### config.mk
export PLATFORM = sky130hd
export DESIGN_NAME = rr_arbiter_8
export DESIGN_NICKNAME = d
export VERILOG_FILES = /design/src/rtl/arb_pkg.sv /design/src/rtl/onehot_dec8.sv /design/src/rtl/rr_arbiter_8.sv
export SDC_FILE = /design/constraint.sdc
export NUM_CORES = 1
export LEC_CHECK = 0
export CORE_MARGIN = 3
export CORE_UTILIZATION = 57
export DETAILED_ROUTE_END_ITERATION = 6
export PLACE_DENSITY = 0.95
export REMOVE_ABC_BUFFERS = 1
export SLEW_MARGIN = 20
export SYNTH_ARGS = -nofsm -noshare
export SYNTH_HDL_FRONTEND = slang
export SYNTH_SLANG_ARGS = --single-unit
### constraint.sdc
create_clock -name clk -period 7.8 [get_ports clk]
set_clock_uncertainty 0.05 [all_clocks]
set_input_delay 1.17 -clock clk [delete_from_list [all_inputs] [get_ports clk]]
set_output_delay 1.17 -clock clk [all_outputs]
set_load 0.005 [all_outputs]
### src/rtl/arb_pkg.sv
// Shared types and round-robin search for the 8-way arbiter.
// The search helper is reused by every arbiter instance.
package arb_pkg;

    localparam int NUM_REQ = 8;
    localparam int IDX_W   = 3;

    typedef enum logic {
        ARB_IDLE,
        ARB_GRANT
    } arb_state_t;

    // Returns {found, idx}. last_ptr itself is the lowest-priority slot.
    function automatic logic [IDX_W:0] rr_pick(
        input logic [NUM_REQ-1:0] req,
        input logic [IDX_W-1:0]   last_ptr
    );
        logic [IDX_W:0]   res;
        logic [IDX_W-1:0] c;
        res = '0;
        for (int k = NUM_REQ; k >= 1; k--) begin
            c = last_ptr + IDX_W'(k);
            if (req[c]) res = {1'b1, c};
        end
        return res;
    endfunction

endpackage

### src/rtl/onehot_dec8.sv
// 3-to-8 one-hot decoder with enable; all-zero when disabled.
module onehot_dec8
    import arb_pkg::*;
(
    input  logic               i_en,
    input  logic [IDX_W-1:0]   i_idx,
    output logic [NUM_REQ-1:0] o_dec
);

    always_comb begin
        o_dec = '0;
        if (i_en) o_dec[i_idx] = 1'b1;
    end

endmodule

### src/rtl/rr_arbiter_8.sv
// Round-robin arbiter, 8 requesters, registered one-hot grant.
// Define ARB_TIMEOUT_EN to bound each grant to MAX_HOLD cycles.
module rr_arbiter_8
    import arb_pkg::*;
#(
    parameter int MAX_HOLD = 16
) (
    input  logic               clk,
    input  logic               rst_n,
    input  logic               en,
    input  logic [NUM_REQ-1:0] req,
    output logic [NUM_REQ-1:0] gnt,
    output logic [IDX_W-1:0]   gnt_idx,
    output logic               gnt_valid,
    output logic               timeout
);

    arb_state_t       r_state;
    arb_state_t       w_state_nxt;
    logic [IDX_W-1:0] r_idx;
    logic [IDX_W-1:0] w_idx_nxt;
    logic [IDX_W-1:0] r_last;
    logic [IDX_W-1:0] w_last_nxt;
    logic [IDX_W-1:0] w_base;
    logic [IDX_W:0]   w_pick;
    logic             w_new;
    logic             w_to;
    logic             w_valid;

    assign w_valid = (r_state == ARB_GRANT);

    // While granted, the holder is the base so it ends up last in the scan.
    assign w_base = w_valid ? r_idx : r_last;
    assign w_pick = rr_pick(req, w_base);

    always_comb begin
        w_state_nxt = r_state;
        w_idx_nxt   = r_idx;
        w_last_nxt  = r_last;
        w_new       = 1'b0;
        unique case (r_state)
            ARB_IDLE: begin
                if (en && w_pick[IDX_W]) begin
                    w_state_nxt = ARB_GRANT;
                    w_idx_nxt   = w_pick[IDX_W-1:0];
                    w_new       = 1'b1;
                end
            end
            ARB_GRANT: begin
                if (!req[r_idx] || w_to) begin
                    w_last_nxt = r_idx;
                    if (en && w_pick[IDX_W]) begin
                        w_idx_nxt = w_pick[IDX_W-1:0];
                        w_new     = 1'b1;
                    end else begin
                        w_state_nxt = ARB_IDLE;
                    end
                end
            end
            default: w_state_nxt = ARB_IDLE;
        endcase
    end

    always_ff @(posedge clk or negedge rst_n) begin
        if (!rst_n) begin
            r_state <= ARB_IDLE;
            r_idx   <= '0;
            r_last  <= IDX_W'(NUM_REQ - 1);
        end else begin
            r_state <= w_state_nxt;
            r_idx   <= w_idx_nxt;
            r_last  <= w_last_nxt;
        end
    end

`ifdef ARB_TIMEOUT_EN
    localparam int HOLD_W = $clog2(MAX_HOLD);

    logic [HOLD_W-1:0] r_hold;
    logic              r_timeout;

    assign w_to = w_valid && req[r_idx]
               && (r_hold == HOLD_W'(MAX_HOLD - 1));

    always_ff @(posedge clk or negedge rst_n) begin
        if (!rst_n) begin
            r_hold    <= '0;
            r_timeout <= 1'b0;
        end else begin
            r_timeout <= w_to;
            if (w_new)
                r_hold <= '0;
            else if (w_valid)
                r_hold <= r_hold + HOLD_W'(1);
        end
    end

    assign timeout = r_timeout;
`else
    logic w_unused_hold;

    assign w_unused_hold = (MAX_HOLD > 0) & w_new;
    assign w_to          = 1'b0;
    assign timeout       = 1'b0;
`endif

    onehot_dec8 u_dec (
        .i_en  (w_valid),
        .i_idx (r_idx),
        .o_dec (gnt)
    );

    assign gnt_idx   = r_idx;
    assign gnt_valid = w_valid;

endmodule
; ---- Word level (Yosys, flattened, before mapping)
; Cells that the tools add are included.
[word_totals]
ff_bits = 7
input_bits = 11
output_inout_bits = 13
wordCells = 62
[op_classes]
add_sub_neg = 7
n_lt_le_gt_ge = 10
eq_ne = 1
mux = 36
n_bitwise = 2
reduce_logical = 3
[ops]
columns = operator, count
row1 = "3-bit by 4-bit less-than comparator with 1-bit output, second input constant", 9
row2 = 4-bit 2-to-1 mux, 8
row3 = 1-bit binary-select mux with 3-bit select, 9
row4 = "3-bit adder, second input constant", 4
row5 = 1-bit 2-to-1 mux, 12
row6 = 3-bit 2-to-1 mux, 3
row7 = 8-bit 2-to-1 mux, 1
row8 = "3-bit by 2-bit adder with 3-bit output, second input constant", 2
row9 = 3-bit one-hot mux with 2 select lines, 1
row10 = "3-bit by 1-bit adder with 3-bit output, second input constant", 1
row11 = 1-bit demux with 3-bit select, 1
row12 = "3-bit by 1-bit greater-or-equal comparator with 1-bit output, second input constant", 1
row13 = 1-bit logical AND, 2
row14 = "2-bit != test, second input constant", 1
row15 = 1-bit NOT, 2
row16 = 1-bit one-hot mux with 2 select lines, 1
row17 = 2-bit AND reduction, 1

; ---- Longest topological paths before layout
[depth]
depth_word = 15
depth_mapped = 12
depth_no_buf = 9

; ---- By module
; From an unflattened synthesis, not the netlist that was laid out.
[hier_totals]
hier_cells = 156
area_unflattened_um2 = 1591.5
[by_module_without_submodules]
columns = mod, instances, cells_each, area_per_inst_um2, seq_area_each_um2
row1 = rr_arbiter_8, 1, 148, 1495.2, 178.9
row2 = onehot_dec8, 1, 8, 96.3, 0.0

; ---- Worst setup path after synthesis
; No wires, ideal clock.
[synth_timing]
kind = reg2reg
from = reg r_idx[1] (netlist: gnt_idx[1])
to = reg r_idx[0] (netlist: gnt_idx[0])
setup_time_ps = 125
t_arrival_ps = 2999
t_required_ps = 7625
path_slack_ps = 4626
path_stages_with_launch = 11
n_path_buf = 2
period_less_slack_ps = 3174
path_cell_list = dfrtp_1 > clkbuf_1 > mux2i_1 > ha_1 > clkbuf_1 > inv_1 > mux4_2 > mux2i_4 > nand4bb_1 > o211ai_2 > mux2_2
[synth_via]
elab_chain_len = 15
elab_cells_between_ends = 39
cone_classes = add/sub (7) / eq/ne (1) / mux (30) / reduce/logical (1)
[synth_rtl]
columns = item, line
row1 = "start, declared", rr_arbiter_8.sv:20  ; logic [IDX_W-1:0] r_idx;
row2 = "start signal, assigned", rr_arbiter_8.sv:71  ; r_idx <= w_idx_nxt;
row3 = 3-bit 2-to-1 mux, rr_arbiter_8.sv:33  ; assign w_base = w_valid ? r_idx : r_last;
row4 = 3-bit adder / 1-bit binary-select mux with 3-bit select (equally long branches), "arb_pkg.sv:22, arb_pkg.sv:23"
row5 = 1-bit binary-select mux with 3-bit select / 1-bit 2-to-1 mux (equally long branches), arb_pkg.sv:23  ; if (req[c]) res = {1'b1, c};
row6 = 1-bit 2-to-1 mux (implied by the code) / 4-bit 2-to-1 mux (equally long branches), arb_pkg.sv:23
row7 = 4-bit 2-to-1 mux (7 in series), arb_pkg.sv:23
row8 = 1-bit logical AND, "rr_arbiter_8.sv:43, rr_arbiter_8.sv:52"
row9 = 3-bit 2-to-1 mux, "rr_arbiter_8.sv:43, rr_arbiter_8.sv:52"
row10 = 3-bit 2-to-1 mux, rr_arbiter_8.sv:50  ; if (!req[r_idx] || w_to) begin
row11 = 3-bit one-hot mux with 2 select lines, rr_arbiter_8.sv:41  ; unique case (r_state)
; Parallel ways exist; a longest one is shown, timed or not. The select of a mux whose other input is x is not followed.
; A chain may end at the register's enable or synchronous reset.

; ---- Worst setup path in the final report
[layout_timing]
from = reg r_state (netlist: gnt_valid)
to = reg r_idx[0] (netlist: gnt_idx[0])
[layout_via]
elab_chain_len = 15
elab_cells_between_ends = 38
cone_classes = add/sub (7) / eq/ne (1) / mux (28) / bitwise (1) / reduce/logical (1)
[layout_rtl]
columns = item, line
row1 = "start, declared", rr_arbiter_8.sv:18  ; arb_state_t r_state;
row2 = "start signal, assigned", rr_arbiter_8.sv:70  ; r_state <= w_state_nxt;
row3 = 3-bit 2-to-1 mux, rr_arbiter_8.sv:33
row4 = 3-bit adder / 1-bit binary-select mux with 3-bit select (equally long branches), "arb_pkg.sv:22, arb_pkg.sv:23"
row5 = 1-bit binary-select mux with 3-bit select / 1-bit 2-to-1 mux (equally long branches), arb_pkg.sv:23
row6 = 1-bit 2-to-1 mux (implied by the code) / 4-bit 2-to-1 mux (equally long branches), arb_pkg.sv:23
row7 = 4-bit 2-to-1 mux (7 in series), arb_pkg.sv:23
row8 = 1-bit logical AND, "rr_arbiter_8.sv:43, rr_arbiter_8.sv:52"
row9 = 3-bit 2-to-1 mux, "rr_arbiter_8.sv:43, rr_arbiter_8.sv:52"
row10 = 3-bit 2-to-1 mux, rr_arbiter_8.sv:50
row11 = 3-bit one-hot mux with 2 select lines, rr_arbiter_8.sv:41
; Parallel ways exist; a longest one is shown, timed or not. The select of a mux whose other input is x is not followed.

==> results by group <==
Run status
  • Outcome: finished, final reports clean

Floorplanning
  • Die W: 54.76 µm
  • Io pins: 24
  • Site Rows: 17
  • Area of the core: 2233 µm²
  • Die Y: 54.76 µm
  • Initial Util: 60.67%
  • Die area: 2998 µm²

Synth
  • YS warnings: 0
  • #FFs+latches synth: 7
  • Seq/Total Area, Yosys: 13.20%
  • Post-synth cell types: 51
  • Async SR Flop Fraction: 100.0%
  • Average size of a mapped cell: 9.610 µm²
  • Top_reg_cell synth: dfrtp_1
  • Synthesized area: 1355 µm²
  • Post-synth EDFFs: 0
  • Cell count after synthesis: 141

Placed design
  • DP HPWL: 2928 µm
  • Gpl congestion: 1.006
  • Post-placement cell count: 183
  • PortBufs: 22
  • DP Area: 1555 µm²

Finish
  • Diode count: 0
  • P&R area growth vs syn: 16.71%
  • Layout cells sized above 1: 23.27%
  • Fin nets: 173
  • Leading cell type in the layout, fill and taps excluded: clkdlybuf4s50_1
  • Most frequent cells in the layout: clkdlybuf4s50_1 (22), mux2i_1 (16), nor2_1 (16)
  • Post-Layout Inst Area: 1582 µm²
  • Fin cells: 187

Drt
  • 1st-iter DRT viols: 61
  • Via density: 7.064
  • ANT nets after route: 0
  • Routed WL: 3783 µm
  • DR vias: 1321
  • # DRC: 0
  • WL/cell: 20.23 µm
  • First-pass DRT Iterations: 4

Worst setup path
  • WP data required: 7890 ps
  • Max stage delay cell, worst path: mux2i_1
  • Worst Path Buf+Inv: 1
  • Worst path top cell family by delay: multiplexers
  • Setup crit end kind: flip-flop
  • Reg2reg end: gnt_idx[0]
  • WP data arrival: 3800 ps
  • Worst R2R Path Depth: 8
  • Crit path kind: reg2reg
  • CP max FO: 9
  • Worst path max stage delay: 670 ps
  • Reg2reg setup slack: 4090 ps
  • Reg2Reg Launch Point: gnt_valid
  • Crit path launch type: flip-flop
  • CP cell instances: mux2i_1 > ha_1 > inv_1 > mux4_2 > mux2i_4 > nand4bb_1 > o211ai_2 > mux2_2

CTS
  • Num Clock Sinks: 7
  • CTS tree: done
  • Longest Clk Path Bufs: 2
  • Total CTS buffers: 3
  • Root Buffer Master: clkbuf_4
  • CTS-repair resized insts: 0
  • Clock latency at the later pin of the worst-skew pair: 250 ps
  • CTS H-Tree Depth: 1
  • Post-CTS setup buffer count: 0
  • Hold buffer count at cts: 0
  • Worst-path clk slew: 50 ps

STA
  • Fin crit period: 3709 ps
  • TNS Setup: 0 ps
  • Worst slew pin tran: 829.9 ps
  • Max-slew violations: 0
  • Fmax: 269.6 MHz
  • Endpoints failing setup: 0
  • Worst slew margin: 44.28%
  • Final period util: 47.55%
  • RSZ-0062 raised after global routing: no
  • Final Hold Viols: 0

Global route
  • All-Layer GR Usage: 28.98%
  • Initial antenna violation count: 0
  • Total gr overflow: 0
  • First-pass GRT wire length: 6175 µm
  • Largest net degree at the start of global routing: 14
  • Vias in the first global route: 1303

Hold path
  • Hold Path Class: reg2reg
  • Endpoint, Worst Hold: r_last[1]
  • HP Start: r_last[1]
  • Hold depth: 1

Flow run
  • Max Cap Viol: 0
[flip-flops by register name (all words and copies together) (netlist names)]
register,cells
gnt_idx,3
gnt_valid,1
r_last,3
[cell usage after synthesis (all sizes together) (2+ instances only)]
master	count	share of area [%]
a211oi	4	2.2
a21oi	3	1.1
a221o	2	1.5
buf	6	3.8
clkbuf	3	0.83
dfrtp	4	7.4
dfstp	3	5.8
ha	2	1.8
inv	5	1.4
mux2	12	10
mux2i	18	15
mux4	11	18
nand2	9	2.5
nand2b	5	2.3
nand3	3	1.1
nor2	16	4.4
nor3	2	0.74
o21a	2	1.1
o21ai	2	1.0
or2	2	0.92
or3	2	0.92
xnor2	3	1.9
[through the flow]
stage                     setup slack, ps  utilization [%]  hold WS, ps
after floorplan                      4652                -        553.7
after global placement               4172            69.64        566.7
after detailed placement             4121            69.64        564.5
after CTS                            4112            70.81        577.1
after global routing                 3841            70.81        582.6
final                                4091            70.81        576.4
[kinds of logic (layout without fill, tap and decap cells)]
| logic type | after synthesis | after routing | synth area share (%) |
|---|---|---|---|
| mux | 41 | 41 | 43.40 |
| xor+xnor | 3 | 3 | 1.939 |
| buf+inv | 14 | 32 | 6.001 |
| simple gates | 45 | 45 | 16.07 |
| other cells | 1 | 1 | 0.2767 |
| compound gates | 28 | 28 | 17.27 |
| fa+ha+maj | 2 | 2 | 1.846 |
| flops | 7 | 7 | 13.20 |
[how the worst max path moves through the flow]
stage	from	to	cells after the start
global route	gnt_valid	gnt_idx[0]	9
detailed placement	gnt_valid	gnt_idx[0]	8
CTS	gnt_valid	gnt_idx[0]	8
finish	gnt_valid	gnt_idx[0]	8
global placement	req[6]	gnt_idx[0]	6
floorplan	gnt_valid	gnt_idx[0]	9
[per-layer routing]
| metal | vias up | part of all wire, % | routed length [µm] | global-route usage (%) |
|---|---|---|---|---|
| met3 | 21 | 8.1 | 306 | 2.180 |
| met2 | 99 | 50 | 1907 | 50.00 |
| met4 | 0 | 4.7 | 179 | 16.60 |
| met1 | 621 | 37 | 1389 | 34.89 |
| li1 | 580 | - | - | - |
| met5 | - | 0 | 0 | 0 |
[area by class of cell]
type	count	area, µm²
Sequential cell	7	178.9
Timing Repair Buffer	23	227.7
Clock buffer	4	26.28
Fill cell	168	651.9
Inverter	5	18.77
Multi-Input combinational cell	120	1095
Tap cell	28	35.03
Power is left out: the tool's default activity adds up to more than one toggle a clock period on the data nets, which glitch-free logic cannot reach.
